`config.mk`:
```
export PLATFORM = sky130hd
export DESIGN_NAME = fetch_controller
export DESIGN_NICKNAME = d
export VERILOG_FILES = /design/src/rtl/mips_pkg.sv /design/src/rtl/fetch_controller_adder.sv /design/src/rtl/fetch_controller.sv
export SDC_FILE = /design/constraint.sdc
export NUM_CORES = 1
export LEC_CHECK = 0
export BUFFER_PORTS_ARGS = -buffer_cell sky130_fd_sc_hd__buf_2
export CAP_MARGIN = 20
export CORE_UTILIZATION = 51
export CTS_CLUSTER_DIAMETER = 80
export DETAILED_ROUTE_END_ITERATION = 8
export PLACE_DENSITY = 0.84
export SYNTH_ARGS = -nofsm -noshare
export SYNTH_HDL_FRONTEND = slang
export SYNTH_SLANG_ARGS = --single-unit
```
`constraint.sdc`:
```
create_clock -name clk -period 2.11 [get_ports clk]
set_input_delay 0.5275 -clock clk [delete_from_list [all_inputs] [get_ports clk]]
set_output_delay 0.5275 -clock clk [all_outputs]
set_load 0.02 [all_outputs]
```
`src/rtl/mips_pkg.sv`:
```
// Shared fetch-stage definitions: controller states, the NOP encoding and the PC step.
package mips_pkg;

    typedef enum logic [1:0] {
        ST_BOOT  = 2'd0,
        ST_REQ   = 2'd1,
        ST_HOLD  = 2'd2,
        ST_DRAIN = 2'd3
    } fetch_state_e;

    localparam logic [31:0] NOP    = 32'h0000_0000;
    localparam logic [31:0] PC_INC = 32'd4;

endpackage

```
`src/rtl/fetch_controller_adder.sv`:
```
// Plain combinational adder, wraps modulo 2**W.
module Adder #(
    parameter int W = 32
) (
    input  logic [W-1:0] a,
    input  logic [W-1:0] b,
    output logic [W-1:0] y
);

    assign y = a + b;

endmodule

```
`src/rtl/fetch_controller.sv`:
```
// Instruction fetch controller: drives the instruction memory handshake, absorbs
// stalls through a one-entry skid buffer and discards responses killed by redirects.
module fetch_controller
    import mips_pkg::*;
#(
    parameter logic [31:0] RESET_PC = 32'h0000_0000
) (
    input  logic        clk,
    input  logic        rst,
    input  logic        stall,
    input  logic        branch,
    input  logic [31:0] branch_addr,
    input  logic        jump,
    input  logic [31:0] jump_addr,
    output logic        imem_req,
    output logic [31:0] imem_addr,
    input  logic        imem_ack,
    input  logic [31:0] imem_rdata,
    output logic [31:0] if_pc,
    output logic [31:0] if_pc_plus4,
    output logic [31:0] if_inst,
    output logic        if_valid,
    output logic        flush
);

    fetch_state_e state_q, state_d;
    logic [31:0]  pc_q, pc_d;
    logic [31:0]  drain_addr_q, drain_addr_d;
    logic [31:0]  skid_inst_q, skid_inst_d;
    logic [31:0]  skid_pc_q, skid_pc_d;
    logic [31:0]  if_pc_q, if_pc_d;
    logic [31:0]  if_pc_plus4_q, if_pc_plus4_d;
    logic [31:0]  if_inst_q, if_inst_d;
    logic         if_valid_q, if_valid_d;

    logic [31:0]  pc_plus4;
    logic         redirect;
    logic [31:0]  target;
    logic         ack;

    Adder #(.W(32)) u_pc_adder (
        .a (pc_q),
        .b (PC_INC),
        .y (pc_plus4)
    );

    assign redirect = jump | branch;
    assign target   = jump ? {jump_addr[31:2], 2'b00} : {branch_addr[31:2], 2'b00};

    assign imem_req  = (state_q == ST_REQ) || (state_q == ST_DRAIN);
    // While draining, the abandoned request must stay on the bus untouched even
    // though pc already points at the redirect target.
    assign imem_addr = (state_q == ST_DRAIN) ? drain_addr_q : {pc_q[31:2], 2'b00};
    assign ack       = imem_ack & imem_req;
    assign flush     = redirect & rst;

    assign if_pc       = if_pc_q;
    assign if_pc_plus4 = if_pc_plus4_q;
    assign if_inst     = if_inst_q;
    assign if_valid    = if_valid_q;

    always_comb begin
        state_d       = state_q;
        pc_d          = pc_q;
        drain_addr_d  = drain_addr_q;
        skid_inst_d   = skid_inst_q;
        skid_pc_d     = skid_pc_q;
        if_pc_d       = if_pc_q;
        if_pc_plus4_d = if_pc_plus4_q;
        if_inst_d     = if_inst_q;
        if_valid_d    = if_valid_q;

        if (redirect) begin
            pc_d       = target;
            if_valid_d = 1'b0;
            if_inst_d  = NOP;
        end

        case (state_q)
            ST_BOOT: begin
                state_d = ST_REQ;
            end
            ST_REQ: begin
                if (redirect) begin
                    if (!ack) begin
                        state_d      = ST_DRAIN;
                        drain_addr_d = {pc_q[31:2], 2'b00};
                    end
                end else if (ack && !stall) begin
                    if_inst_d     = imem_rdata;
                    if_pc_d       = pc_q;
                    if_pc_plus4_d = pc_plus4;
                    if_valid_d    = 1'b1;
                    pc_d          = pc_plus4;
                end else if (ack) begin
                    skid_inst_d = imem_rdata;
                    skid_pc_d   = pc_q;
                    state_d     = ST_HOLD;
                end else if (!stall) begin
                    if_valid_d = 1'b0;
                    if_inst_d  = NOP;
                end
            end
            ST_HOLD: begin
                if (redirect) begin
                    state_d = ST_REQ;
                end else if (!stall) begin
                    // pc was not advanced when the skid was filled, so pc_plus4 is skid_pc+4.
                    if_inst_d     = skid_inst_q;
                    if_pc_d       = skid_pc_q;
                    if_pc_plus4_d = pc_plus4;
                    if_valid_d    = 1'b1;
                    pc_d          = pc_plus4;
                    state_d       = ST_REQ;
                end
            end
            ST_DRAIN: begin
                if_valid_d = 1'b0;
                if_inst_d  = NOP;
                if (ack) begin
                    state_d = ST_REQ;
                end
            end
            default: begin
                state_d = ST_BOOT;
            end
        endcase
    end

    always_ff @(posedge clk or negedge rst) begin
        if (!rst) begin
            state_q       <= ST_BOOT;
            pc_q          <= RESET_PC;
            drain_addr_q  <= 32'h0;
            skid_inst_q   <= 32'h0;
            skid_pc_q     <= 32'h0;
            if_pc_q       <= 32'h0;
            if_pc_plus4_q <= 32'h0;
            if_inst_q     <= NOP;
            if_valid_q    <= 1'b0;
        end else begin
            state_q       <= state_d;
            pc_q          <= pc_d;
            drain_addr_q  <= drain_addr_d;
            skid_inst_q   <= skid_inst_d;
            skid_pc_q     <= skid_pc_d;
            if_pc_q       <= if_pc_d;
            if_pc_plus4_q <= if_pc_plus4_d;
            if_inst_q     <= if_inst_d;
            if_valid_q    <= if_valid_d;
        end
    end

endmodule

```
# --- Word level (Yosys, flattened, before mapping) ---
# Index checks and enable logic that the tools add are counted.
# W data, S select, Z words.
word_totals:
  word_cells: 79
  ff_bits: 225
op_classes:
  n_bitwise: 6
  reduce_logical: 9
  mux: 42
  eq_ne: 12
  n_addsub: 1
ops:
  columns: ["operator", "count"]
  rows:
  - ["$mux W32", 22]
  - ["$pmux W32 S2", 3]
  - ["$pmux W32 S3", 1]
  - ["$add A32 B3 Y32 const B", 1]
  - ["$mux W2", 7]
  - ["$ne A3 B3 Y1 const B", 4]
  - ["$reduce_and A5 Y1", 2]
  - ["$ne A2 B2 Y1 const B", 4]
  - ["$pmux W2 S4", 1]
  - ["$mux W1", 7]
  - ["$eq A2 B2 Y1 const B", 2]
  - ["$reduce_and A4 Y1", 1]
  - ["$not A1 Y1", 3]
  - ["$pmux W1 S3", 1]
  - ["$reduce_and A3 Y1", 1]
  - ["$and A1 B1 Y1", 2]
  - ["$eq A2 B1 Y1 const B", 1]
  - ["$logic_not A2 Y1", 1]
  - ["$ne A2 B1 Y1 const B", 1]
  - ["$reduce_bool A2 Y1", 1]
  - ["$logic_and A1 B1 Y1", 1]
  - ["$logic_not A1 Y1", 1]
  - ["$logic_or A1 B1 Y1", 1]
  - ["$or A1 B1 Y1", 1]

# --- Logic depth before layout (Yosys ltp) ---
# Gate-level depths: netlist of the first run.
depth:
  ltp_word: 7
  mapped_depth: 10
  mapped_depth_nobuf: 7

# --- Hierarchy ---
# A second synthesis of the first run with hierarchy kept.
hier_totals:
  cells_unflattened: 1076
  hier_area_um2: 12208.0
by_module_without_submodules:
  columns: ["mod", "cells_each", "n_inst", "area_each_um2", "seq_area_each_um2"]
  rows:
  - ["fetch_controller", 855, 1, 10606.4, 5630.4]
  - ["Adder", 221, 1, 1601.5, 0.0]

# --- Least setup slack after synthesis of the first run ---
# Ideal clock, no wire load.
synth_timing:
  path_kind: "input -> output"
  startpoint: "input port branch"
  endpoint: "output port flush"
  arrival_ns: 1.736
  stages: 5
  slack_ns: -0.153
  path_cell_list: "clkbuf_1 -> or2_2 -> clkbuf_1 -> clkbuf_1 -> and2_1"
synth_between:
  elab_chain_cells: 2
synth_rtl:
  columns: ["item", "line_no", "source"]
  rows:
  - ["start: declaration", "fetch_controller.sv:11", "input logic branch,"]
  - ["$or A1 B1 Y1", "fetch_controller.sv:47", "assign redirect = jump | branch;"]
  - ["$and A1 B1 Y1", "fetch_controller.sv:55", "assign flush = redirect & rst;"]
  - ["end: declaration", "fetch_controller.sv:23", "output logic flush"]
# Every way passes these cells.

# --- Final worst setup path of the first run ---
layout_timing:
  startpoint: "register pc_q[6]"
  endpoint: "register pc_q[12]"
layout_between:
  elab_chain_cells: 4
  word_cells_on_any_way: 6
  cone_classes: "add/sub (1); mux (5)"
layout_rtl:
  columns: ["item", "line_no", "source"]
  rows:
  - ["start: declaration", "fetch_controller.sv:27", "logic [31:0] pc_q, pc_d;"]
  - ["start signal: assignment", "fetch_controller.sv:143", "pc_q <= pc_d;"]
  - ["$add A32 B3 Y32 *", "fetch_controller_adder.sv:10", "assign y = a + b;"]
  - ["$mux W32 (on tied branches)", "fetch_controller.sv:107, fetch_controller.sv:89", null]
  - ["$mux W32 (on tied branches)", "fetch_controller.sv:105, fetch_controller.sv:84", null]
  - ["$pmux W32 S2 *", "fetch_controller.sv:79", "case (state_q)"]
  - ["named net pc_d[12]", "fetch_controller.sv:27", null]
# Mark *: on every way through the listed nets, which the timed path passes. The rest lies on a longest branch.
# A chain may end at the register's enable or synchronous reset.

==> results of run 1 <==
[sequential cells by signal, summed over array words and instances (netlist names)]
register	count
drain_addr_q	30
if_inst	32
if_pc	32
if_pc_plus4	32
if_valid	1
pc_q	32
skid_inst_q	32
skid_pc_q	32
state_q	2
[logic make-up (layout without fill, tap and decap cells)]
family	Yosys count	after routing
simple gates	369	369
compound gates	320	320
flops	225	225
mux	161	161
buf+inv	148	494
xor+xnor	23	23
fa+ha+maj	5	5
other cells	1	3
[area by class of cell]
cell class / count / area, µm² / share of cell area [%]
Tap cell: 313 / 392 / 2.27
Sequential cell: 225 / 5630 / 32.7
Clock buffer: 28 / 636 / 3.69
Antenna cell: 1 / 2.50 / 0.0145
Inverter: 24 / 109 / 0.632
Clock inverter: 16 / 210 / 1.22
Multi-Input combinational cell: 880 / 6690 / 38.9
Timing Repair Buffer: 426 / 3540 / 20.6
[critical path: stages, from the launching register on]
cell      delay [ns]
dfrtp_1         0.47
nand4_2         0.36
buf_4           0.29
nor3_1          0.55
a21boi_0        0.22
o31ai_1         0.32
a31oi_1         0.26
[metrics by stage]
| stage | instance area (µm²) | setup slack, ns |
|---|---|---|
| 6_report | 17200 | -0.540 |
| 3_3_place_gp | 14300 | -0.116 |
| 5_1_grt | 17200 | -0.920 |
| 4_1_cts | 15500 | -0.359 |
| 2_1_floorplan | 12100 | 0.000777 |
| 3_5_place_dp | 14300 | -0.182 |
[layout by cell type (no fill, tap or decap), types with 11 or more instances in the layout]
cell / count
nor2b_1: 20
a22oi_1: 33
nor2_2: 16
buf_12: 22
nor2_1: 63
buf_2: 210
nand4_1: 13
o31ai_1: 21
a21oi_1: 55
xnor2_1: 12
mux2_2: 67
buf_4: 120
nand3_1: 20
dfrtp_1: 224
clkbuf_16: 45
a31oi_1: 13
nor4_1: 15
nor3_1: 47
a21oi_2: 27
buf_6: 45
xor2_1: 11
mux2_4: 49
nand2_1: 91
o21ai_1: 32
o21ai_0: 42
o21ai_2: 15
inv_1: 20
mux2i_1: 45
[power by group through the flow]
| stage | Sequential, W | Clock (W) | Combinational [W] |
|---|---|---|---|
| after global placement | 0.00720 | 0 | 0.00891 |
| after CTS | 0.00730 | 0.00457 | 0.0100 |
| after detailed placement | 0.00734 | 0 | 0.00916 |
| final | 0.00762 | 0.00460 | 0.0124 |
| after floorplan | 0.00769 | 0 | 0.00521 |
| after global routing | 0.00773 | 0.00481 | 0.0129 |
[cells in the mapped netlist, types with 18 or more instances]
master	number	area share (%)
dfrtp_1	225	47
nor2b_1	20	1.0
a22oi_1	34	2.1
nand3_1	20	0.83
nor3_1	49	2.0
nand2_1	106	3.3
nor4_1	18	0.93
o31ai_1	26	1.6
mux2i_1	45	3.7
nor2_1	85	2.6
a21oi_1	82	3.4
buf_2	33	1.4
mux2_2	116	11
o21ai_0	95	3.9
clkbuf_1	75	2.3
inv_1	23	0.71
[layer usage]
metal  vias to the layer above  global-route usage [%]
met2                       977                    54.1
met5                         -                       0
met3                       330                    4.69
li1                       5193                       -
met1                      6059                    39.9
met4                         0                    16.8
[worst max path at each step]
stage                                 from                 end  slack, ns
floorplan           state_q[0]$_DFFE_PN0P_       imem_addr[26]     0.0008
global placement                     stall  pc_q[31]$_DFF_PN0_      -0.12
detailed placement                    jump   pc_q[6]$_DFF_PN0_      -0.18
CTS                 state_q[1]$_DFFE_PN0P_       imem_addr[15]      -0.36
global route             pc_q[6]$_DFF_PN0_  pc_q[12]$_DFF_PN0_      -0.92
finish                   pc_q[6]$_DFF_PN0_  pc_q[12]$_DFF_PN0_      -0.54
[what timing repair did]
item                       in CTS  in global routing
setup endpoints to repair      41                213
resized for setup              78                289
buffers inserted               10                 32
pin swaps                      14                 51
cloned                          1                 23
==> results.md, run 1 <==
* Max-Slew Margin vs Limit at between 40% and 50%
* Reg clk slew, reported paths at 0.07 ns
* Startpoint Class: flop
* R2R depth at 6
* Maximum clock path buffer count at 3
* Max Slew Vio Count at 0
* CP arrival at between 3 and 4 ns
* Cell leakage power at 7.60 nW
* Register area share after synthesis at between 40% and 50%
* Post-route setup slack at -0.540 ns
* R2R Setup Slk at -0.54 ns
* P_sw at between 0.01 and 0.015 W
* Worst skew pair latency at between 0.5 and 0.6 ns
* Period utilization at 126%
* Flops & latches, synth at between 200 and 250
* Die area at approximately 24,000 µm²
* H-tree levels at 1
* RSZ-0062 raised after global routing: yes
* Inst Count DP at 1,807
* Status: finished with violations
* Starting Density at ~53%
* Antenna violations before repair at 2
* Number of top-level pins at approximately 230
* Total vias in the final route at between 10,000 and 15,000
* Total power at 0.0247 W
* Final min period at 2.65 ns
* Synth cell types at between 60 and 70
* VDD IR max at around 1000 µV
* Synth Area in Adders at less than 1%
* WP data required at 2.48 ns
* Max Cap Viol at 0
* Cts bufs inserted at 24
* Highest Signal Layer: met4
* Power per cell area at roughly 1400 nW/µm²
* Clock sinks at 225
* Top FF cell, synth: dfrtp_1
* Post-synth EDFFs at 0
* Reg-to-Reg Start: pc_q[6]$_DFF_PN0_
* Input/output buffers at between 200 and 250
* Die W at approximately 160 µm
* Iteration-0 DRC count of the detailed router at 1,733
* Gr ovfl total at 0
* Wire per inst at 25.4 µm
* Height of the die at 156 µm
* Synth Instances at approximately 1,300
* Post-synth ARST share at between 90% and 100%
* Cell Rows at 55
* Setup CP Type: flop to flop
* Largest family of logic cells by synthesized area: compound AO/OA/AOI/OAI gates
* Synthesized cell area at 12,100 µm²
* Met3 WL post-DR at approximately 5400 µm
* Max Fanout on Critical Path at 5
* Post-Route WL at 48,500 µm
* DRC Markers at 0
* Clk pwr share at 18.7%
* Core area at approximately 23,000 µm²
* # hold bufs at CTS at 0
* Area delta synth->final at 42.5%
* First-pass GRT wire length at between 60,000 and 70,000 µm
* Sequential Power Share at a little under a third
* Synth Area in Compound Gates at between 10% and 20%
* Number of routed nets with antenna violations at 0
* Failing checks: hold timing, setup timing
* Final hold violation count at 1
* Gpl congestion at a little over 1
* Pin count of the biggest net entering global routing at 127
* Fmax at around 380 MHz
* Final setup viols at around 240
* Vias in the first global route at between 10,000 and 15,000
* Mux cell area share after synthesis at about 15%
* Slew at the pin closest to its max-slew limit at about 0.77 ns
* Layout Nets at between 1,500 and 2,000
* Comb pwr share at between 50% and 60%
* Met2 wire length at 22,500 µm
* Met1 wire length at 17,300 µm
* Synth Area in Simple Gates at 15.0%
* Setup TNS at -37.97 ns
* Global Route Usage Sum at between 30% and 40%
* R2r endpoint: pc_q[12]$_DFF_PN0_
* Post-DP HPWL at 26,400 µm
* Hold slack at -0.00519 ns
* Final core occ at 75.1%
* Initial DRT Pass Iterations at 7
* Non-filler cells in the finished layout at around 1,900
* CTS Root Cell: clkbuf_16
* Share of cells above drive strength 1 at approximately 45%
* Yosys warns at 0
* Fillers at roughly 1,400
* Crit end category: flop
* CTS tree: done
* Skew final at ~0.016 ns
* Synth Area in XOR/XNOR at 1.67%
* Syn_area_per_cell at between 9 and 10 µm²
* HP Class: input port to async pin
* Vias/cell at approximately 6.6
* Internal power at between 0.01 and 0.015 W
* Net Sw Frac at 42.2%
No activity file was read; power rests on OpenSTA's default activity.
==> run 2: changes to the inputs <==
--- a/config.mk
+++ b/config.mk
@@ -5,12 +5,12 @@
 export SDC_FILE = /design/constraint.sdc
 export NUM_CORES = 1
 export LEC_CHECK = 0
+export ABC_AREA = 1
 export BUFFER_PORTS_ARGS = -buffer_cell sky130_fd_sc_hd__buf_2
-export CAP_MARGIN = 20
 export CORE_UTILIZATION = 51
 export CTS_CLUSTER_DIAMETER = 80
 export DETAILED_ROUTE_END_ITERATION = 8
-export PLACE_DENSITY = 0.84
+export PLACE_DENSITY = 0.85
 export SYNTH_ARGS = -nofsm -noshare
 export SYNTH_HDL_FRONTEND = slang
 export SYNTH_SLANG_ARGS = --single-unit
==> results.md, run 2 <==
* Vias in the first global route at 11,700 (+3.8%)
* Syn_area_per_cell at 7.18 µm² (-26%)
* Synthesized cell area at 12,000 µm² (-0.93%)
* CTS tree: done
* Max-Slew Margin vs Limit at 45.1% (-3.7 points)
* Fmax at 439 MHz (+16%)
* Final min period at 2.28 ns (-0.372 ns)
* WP data required at 1.58 ns (-0.90 ns)
* Top FF cell, synth: dfrtp_1
* Cell Rows at 55 (unchanged)
* Layout Nets at 1,995 (+18%)
* Max Fanout on Critical Path at 7 (+2)
* Area leader, netlist: dfrtp_1
* Crit end category: output pin
* Max Slew Vio Count at 0 (unchanged)
* R2R Setup Slk at 0.05 ns (+0.59 ns)
* Net Sw Frac at 44.0% (+1.8 points)
* Core area at 22,800 µm² (-0.30%)
* Global Route Usage Sum at 30.9% (-1.1 points)
* Skew final at 0.0247 ns (+0.00835 ns)
* Number of top-level pins at 233 (unchanged)
* Post-Place Setup Slack at 0.0168 ns (+0.199 ns)
* Slew at the pin closest to its max-slew limit at 0.823 ns (+0.0561 ns)
* Reg-to-Reg Start: state_q[0]$_DFFE_PN0P_
* RSZ-0062 raised after global routing: yes
* Top post-synthesis cells by count: 556 x nand2_1, 261 x o21ai_0, 225 x dfrtp_1
* Most common cell after layout, fill and taps aside: nand2_1
* Height of the die at 155 µm (-0.46%)
* Synth Instances at 1,667 (+33%)
* Most frequent cells in the layout: 534 x nand2_1, 227 x o21ai_0, 223 x dfrtp_1, 194 x buf_2, 150 x inv_1
* Antenna violations before repair at 3 (+1)
* VDD IR max at 990 µV (-3.6%)
* # hold bufs at CTS at 0 (unchanged)
* Input/output buffers at 226 (unchanged)
* Register area share after synthesis at 47.0% (+0.44 points)
* R2R depth at 10 (+4)
* Peak per-stage delay on the critical path at 0.42 ns (-0.13 ns)
* Startpoint Class: flop
* Status: finished with violations
* DP Area at 13,700 µm² (-4.4%)
* Cts bufs inserted at 25 (+4.2%)
* R2r endpoint: if_pc_plus4[22]$_DFFE_PN0P_
* Final Cell Area at 15,400 µm² (-10%)
* Crit-path slowest cell: dfrtp_1
* Gpl congestion at 0.948 (-7.0%)
* CTS Root Cell: clkbuf_16
* Sequential Power Share at 32.3% (+1.4 points)
* Origin of the worst setup path: state_q[1]$_DFFE_PN0P_
* Cell family with most CP delay: buffers and inverters
* Max Cap Viol at 0 (unchanged)
* Comb pwr share at 47.7% (-2.8 points)
* First-pass GRT wire length at 59,300 µm (-2.1%)
* Setup CP Type: flop to output pin
* Top-count cell post-synth: nand2_1
* Die area at 24,100 µm² (-0.92%)
* Flops & latches, synth at 225 (unchanged)
* Hold slack at 0.0312 ns (+0.0364 ns)
* Synth cell types at 37 (-45%)
* Worst skew pair latency at 0.52 ns (-0.03 ns)
* Share of the synthesized area in the top cell type at 47.0% (+0.44 points)
* Power per cell area at 1510 nW/µm² (+5.4%)
* Cell leakage power at 7.60 nW (about the same)
* Initial DRT Pass Iterations at 5 (-2)
* Number of routed nets with antenna violations at 0 (unchanged)
* Wire per inst at 17.9 µm (-30%)
* Clk pwr share at 20.0% (+1.3 points)
* Buf/Inv on CP at 3 (+2)
* H-tree levels at 1 (unchanged)
* DRC Markers at 0 (unchanged)
* Final setup viols at 31 (-87%)
* HP Class: input port to async pin
* Failing checks: setup timing
* Share of cells above drive strength 1 at 22.0% (-23 points)
* Post-route setup slack at -0.167 ns (+0.372 ns)
* Pin count of the biggest net entering global routing at 137 (+7.9%)
* Post-Route WL at 39,600 µm (-18%)
* Setup TNS at -3.99 ns (+33.98 ns)
* Reg clk slew, reported paths at 0.07 ns (about the same)
* Total vias in the final route at 12,600 (+0.68%)
* Post-DP HPWL at 24,300 µm (-8.0%)
* Period utilization at 108% (-18 points)
* Iteration-0 DRC count of the detailed router at 1,291 (-26%)
* Critical path cell sequence: ha_4, buf_12, clkbuf_16, o21ai_4, buf_6
* Top cells by area, synth: dfrtp_1 47%, nand2_1 17%, o21ai_0 11%, inv_1 4.8%, nand3_1 4.2%
* Yosys warns at 0 (unchanged)
* P_sw at 0.0103 W (-1.5%)
* Clock sinks at 225 (unchanged)
* Gr ovfl total at 0 (unchanged)
* Vias/cell at 5.70 (-13%)
* Final core occ at 67.6% (-7.6 points)
* Fillers at 1,748 (+29%)
* Die W at 155 µm (-0.46%)
* Area delta synth->final at 29.0%
* Internal power at 0.0130 W (-8.4%)
* Final hold violation count at 0 (-1)
* Maximum clock path buffer count at 3 (unchanged)
* Post-synth ARST share at 100% (unchanged)
* Starting Density at 52.4% (-0.33 points)
* CP arrival at 1.75 ns (-1.26 ns)
* Post-synth EDFFs at 0 (unchanged)
==> run 2: worst max path at each step <==
stage / to / slack (ns) / cells after the start
after global placement: if_pc[24]$_DFFE_PN0P_ / 0.07 / 13
final: imem_addr[29] / -0.17 / 5
after CTS: imem_addr[21] / -0.19 / 6
after global routing: imem_addr[17] / -0.18 / 6
after floorplan: pc_q[10]$_DFF_PN0_ / 0.17 / 11
after detailed placement: if_pc[11]$_DFFE_PN0P_ / 0.02 / 13
==> run 2: power groups by stage <==
stage	Clock [W]	Combinational (W)	Sequential, W
2_1_floorplan	0	0.00509	0.00788
3_3_place_gp	0	0.00865	0.00736
3_5_place_dp	0	0.00891	0.00743
4_1_cts	0.00469	0.00982	0.00740
5_1_grt	0.00488	0.0120	0.00768
6_report	0.00466	0.0111	0.00753
==> run 2: layer usage <==
layer	share of wire (%)	vias to the layer above	track usage (%)
li1	-	5833	-
met1	37	5753	39.7
met2	46	879	50.0
met3	12	176	6.27
met4	5.0	4	15.7
met5	0.056	-	0
==> run 2: cell type report <==
type,instances,area (µm²),share of cell area [%]
sequential,225,5630,36.5
tap,313,392,2.54
clock buffer,32,712,4.61
multi-input combinational,1180,5690,36.9
timing repair buffer,295,2220,14.4
clock inverter,12,169,1.09
inverter,161,617,4.00
antenna,1,2.50,0.0162
==> run 2: logic make-up after synthesis <==
logic type,synth area share (%)
muxes,0.167
DFF,47.0
and+or+nand+nor,25.5
adders and majority gates,0.523
other,0.0313
AOI/OAI and AO/OA,17.5
xor gates and xnor gates,0.439
buffers and inverters,8.75
==> run 2: repair_timing <==
action                                  4_1_cts  5_1_grt
endpoints found under the setup margin       31      138
resized for setup                            84      115
buffers inserted                              4        7
gates cloned                                  3        7
pin swaps                                     3       20
==> run 2: per-stage QoR <==
| stage | instances | power, W |
|---|---|---|
| after floorplan | 1668 | 0.0130 |
| after global placement | 2157 | 0.0160 |
| after detailed placement | 2157 | 0.0163 |
| after CTS | 2208 | 0.0219 |
| after global routing | 2218 | 0.0246 |
| final | 2219 | 0.0233 |
==> run 3: changes to the inputs <==
--- a/config.mk
+++ b/config.mk
@@ -7,10 +7,11 @@
 export LEC_CHECK = 0
 export ABC_AREA = 1
 export BUFFER_PORTS_ARGS = -buffer_cell sky130_fd_sc_hd__buf_2
-export CORE_UTILIZATION = 51
+export CORE_UTILIZATION = 52
 export CTS_CLUSTER_DIAMETER = 80
 export DETAILED_ROUTE_END_ITERATION = 8
 export PLACE_DENSITY = 0.85
 export SYNTH_ARGS = -nofsm -noshare
 export SYNTH_HDL_FRONTEND = slang
+export SYNTH_HIERARCHICAL = 1
 export SYNTH_SLANG_ARGS = --single-unit
==> results.md, run 3 <==
* Total power at 0.0277 W (+19%)
* Total vias in the final route at 14,900 (+18%)
* WP data required at 1.58 ns (about the same)
* Skew final at 0.0115 ns (-0.0133 ns)
* Antenna Cells at 0 (-1)
* Max Fanout on Critical Path at 8 (+1)
* Power per cell area at 1520 nW/µm² (+0.88%)
* Most frequent cells in the layout: 651 x nand2_1, 223 x dfrtp_1, 209 x inv_1, 194 x buf_2, 154 x nand3_1
* Clock sinks at 225 (unchanged)
* Post-route setup slack at -0.258 ns (-0.0905 ns)
* Antenna violations before repair at 3 (unchanged)
* Maximum clock path buffer count at 3 (unchanged)
* CTS tree: done
* Crit-path slowest cell: dfrtp_1
* Critical path cell sequence: ha_4, buf_8, buf_12, nand2_2, o21ai_4, buf_6
* DRC Markers at 0 (unchanged)
* Post-synth EDFFs at 0 (unchanged)
* Share of cells above drive strength 1 at 24.2% (+2.3 points)
* Cts bufs inserted at 25 (unchanged)
* Flops & latches, synth at 225 (unchanged)
* Global Route Usage Sum at 31.1% (+0.15 points)
* Synthesized cell area at 13,800 µm² (+15%)
* Top FF cell, synth: dfrtp_1
* Area delta synth->final at 31.8%
* Top-count cell post-synth: nand2_1
* Crit end category: output pin
* Share of the synthesized area in the top cell type at 40.8% (-6.3 points)
* Post-DP HPWL at 28,400 µm (+17%)
* H-tree levels at 1 (unchanged)
* Number of top-level pins at 233 (unchanged)
* First-pass GRT wire length at 67,100 µm (+13%)
* Register area share after synthesis at 40.8% (-6.3 points)
* Iteration-0 DRC count of the detailed router at 1,583 (+23%)
* RSZ-0062 raised after global routing: yes
* Startpoint Class: flop
* Input/output buffers at 226 (unchanged)
* Vias/cell at 5.56 (-2.5%)
* Most common cell after layout, fill and taps aside: nand2_1
* Layout Nets at 2,472 (+24%)
* Top cells by area, synth: dfrtp_1 41%, nand2_1 19%, o21ai_0 6.6%, inv_1 5.8%, nand3_1 5.7%
* Max Cap Viol at 0 (unchanged)
* Starting Density at 53.0% (+0.60 points)
* Vias in the first global route at 13,400 (+14%)
* Peak per-stage delay on the critical path at 0.39 ns (-0.03 ns)
* Cell leakage power at 9.97 nW (+31%)
* Worst skew pair latency at 0.54 ns (+0.02 ns)
* Status: finished with violations
* Area leader, netlist: dfrtp_1
* Setup TNS at -6.03 ns (-2.04 ns)
* Gpl congestion at 0.911 (-4.0%)
* Reg clk slew, reported paths at 0.06 ns (about the same)
* HP Class: input port to flop
* CP arrival at 1.84 ns (+0.09 ns)
* Height of the die at 165 µm (+6.3%)
* Die area at 27,200 µm² (+13%)
* Synth Instances at 2,038 (+22%)
* Pin count of the biggest net entering global routing at 128 (-6.6%)
* Synth cell types at 37 (unchanged)
* Final min period at 2.37 ns (+0.0905 ns)
* Initial DRT Pass Iterations at 8 (+3)
* CTS Root Cell: clkbuf_16
* Number of routed nets with antenna violations at 0 (unchanged)
* Gr ovfl total at 0 (unchanged)
* Post-Route WL at 46,600 µm (+18%)
* Slew at the pin closest to its max-slew limit at 0.759 ns (-0.0647 ns)
* Fmax at 422 MHz (-3.8%)
* Max-Slew Margin vs Limit at 49.4% (+4.3 points)
* Top post-synthesis cells by count: 710 x nand2_1, 225 x dfrtp_1, 214 x inv_1
* Cell Rows at 59 (+7.3%)
* Period utilization at 112% (+4.3 points)
* Yosys warns at 6 (+6)
* Wire per inst at 17.3 µm (-2.9%)
* Syn_area_per_cell at 6.78 µm² (-5.6%)
* Core area at 26,100 µm² (+14%)
* Max Slew Vio Count at 0 (unchanged)
* Setup CP Type: flop to output pin
* Fillers at 2,009 (+15%)
* Final hold violation count at 0 (unchanged)
* VDD IR max at 1380 µV (+39%)
* Final setup viols at 31 (unchanged)
* Die W at 165 µm (+6.3%)
* Post-synth ARST share at 100% (unchanged)
* Failing checks: setup timing
run 3: changes by cell type after synthesis, moves of 52 or more:
| cell | delta |
|---|---|
| nand2_1 | +154 |
| o21ai_0 | -79 |
| inv_1 | +61 |
| o21ai_1 | +61 |
| nand3_1 | +58 |
| a31oi_1 | -52 |
run 3: final timing paths:
check / depth (start not counted) / slack, ns / from / to
min: 3 / 0.23 / imem_rdata[21] / skid_inst_q[21]$_DFFE_PN0P_
min reg2reg: 2 / 0.48 / skid_pc_q[10]$_DFFE_PN0P_ / skid_pc_q[10]$_DFFE_PN0P_
max: 6 / -0.26 / state_q[0]$_DFFE_PN0P_ / imem_addr[3]
max in group asynchronous: 3 / 0.87 / rst / pc_q[28]$_DFF_PN0_
max reg2reg: 13 / 0.01 / state_q[1]$_DFFE_PN0P_ / if_pc[22]$_DFFE_PN0P_
min in group asynchronous: 2 / 0.35 / rst / if_pc_plus4[11]$_DFFE_PN0P_
run 3: cell type report:
| class | instances | area (µm²) | share of cell area (%) |
|---|---|---|---|
| inverter | 220 | 828 | 4.55 |
| sequential | 225 | 5630 | 30.9 |
| clock inverter | 7 | 58.8 | 0.323 |
| tap | 335 | 419 | 2.30 |
| multi-input combinational | 1511 | 7880 | 43.3 |
| clock buffer | 37 | 691 | 3.79 |
| timing repair buffer | 351 | 2690 | 14.8 |
run 3: metal layers:
layer	vias up	global-route usage, %	share of wire (%)	wire (µm)
li1	7031	-	-	-
met1	7048	41.5	40	18700
met2	716	51.2	48	22200
met3	130	5.10	8.4	3930
met4	4	10.3	3.7	1730
met5	-	0	0.039	18
run 3: cell families after synthesis:
kind of cell	share of synthesized area [%]
AO/OA/AOI/OAI	12.6
buffers and inverters	9.75
other	0.0544
flip-flops	40.8
adder cells (fa/ha/maj)	3.32
XOR/XNOR	1.01
AND/OR/NAND/NOR	32.5
run 3: power breakdown:
group	leakage (nW)	internal [W]	switching, W	total [W]
clock	0.360	0.00228	0.00185	0.00413
combinational	6.70	0.00624	0.0100	0.0163
sequential	2.91	0.00605	0.00127	0.00732
total	9.97	0.0146	0.0132	0.0277
run 3: critical path: cells and delay by family, from the launching register on:
kind / cells / cell delay (ns)
and+or+nand+nor: 1 / 0.09
DFF: 1 / 0.39
AOI/OAI and AO/OA: 1 / 0.08
buffers and inverters: 3 / 0.48
adders and majority gates: 1 / 0.25
run 3: stage by stage:
stage | hold slack, ns | instance area [µm²] | utilization (%) | instances | setup slack (ns)
floorplan | 0.232 | 13900 | - | 2071 | 0.185
global placement | 0.317 | 15900 | 60.9 | 2610 | 0.0502
detailed placement | 0.315 | 15900 | 60.9 | 2610 | 0.0103
CTS | 0.222 | 17200 | 66.1 | 2667 | -0.226
global route | 0.237 | 18200 | 69.8 | 2686 | -0.256
finish | 0.228 | 18200 | 69.8 | 2686 | -0.258
run 3: what timing repair did:
action                     4_1_cts  5_1_grt
gates resized for setup        136      190
hold buffers                     1        0
buffers inserted                 7       12
cloned                           5        7
hold endpoints to repair         1        0
pin swaps                       11       36
setup endpoints to repair       36      100
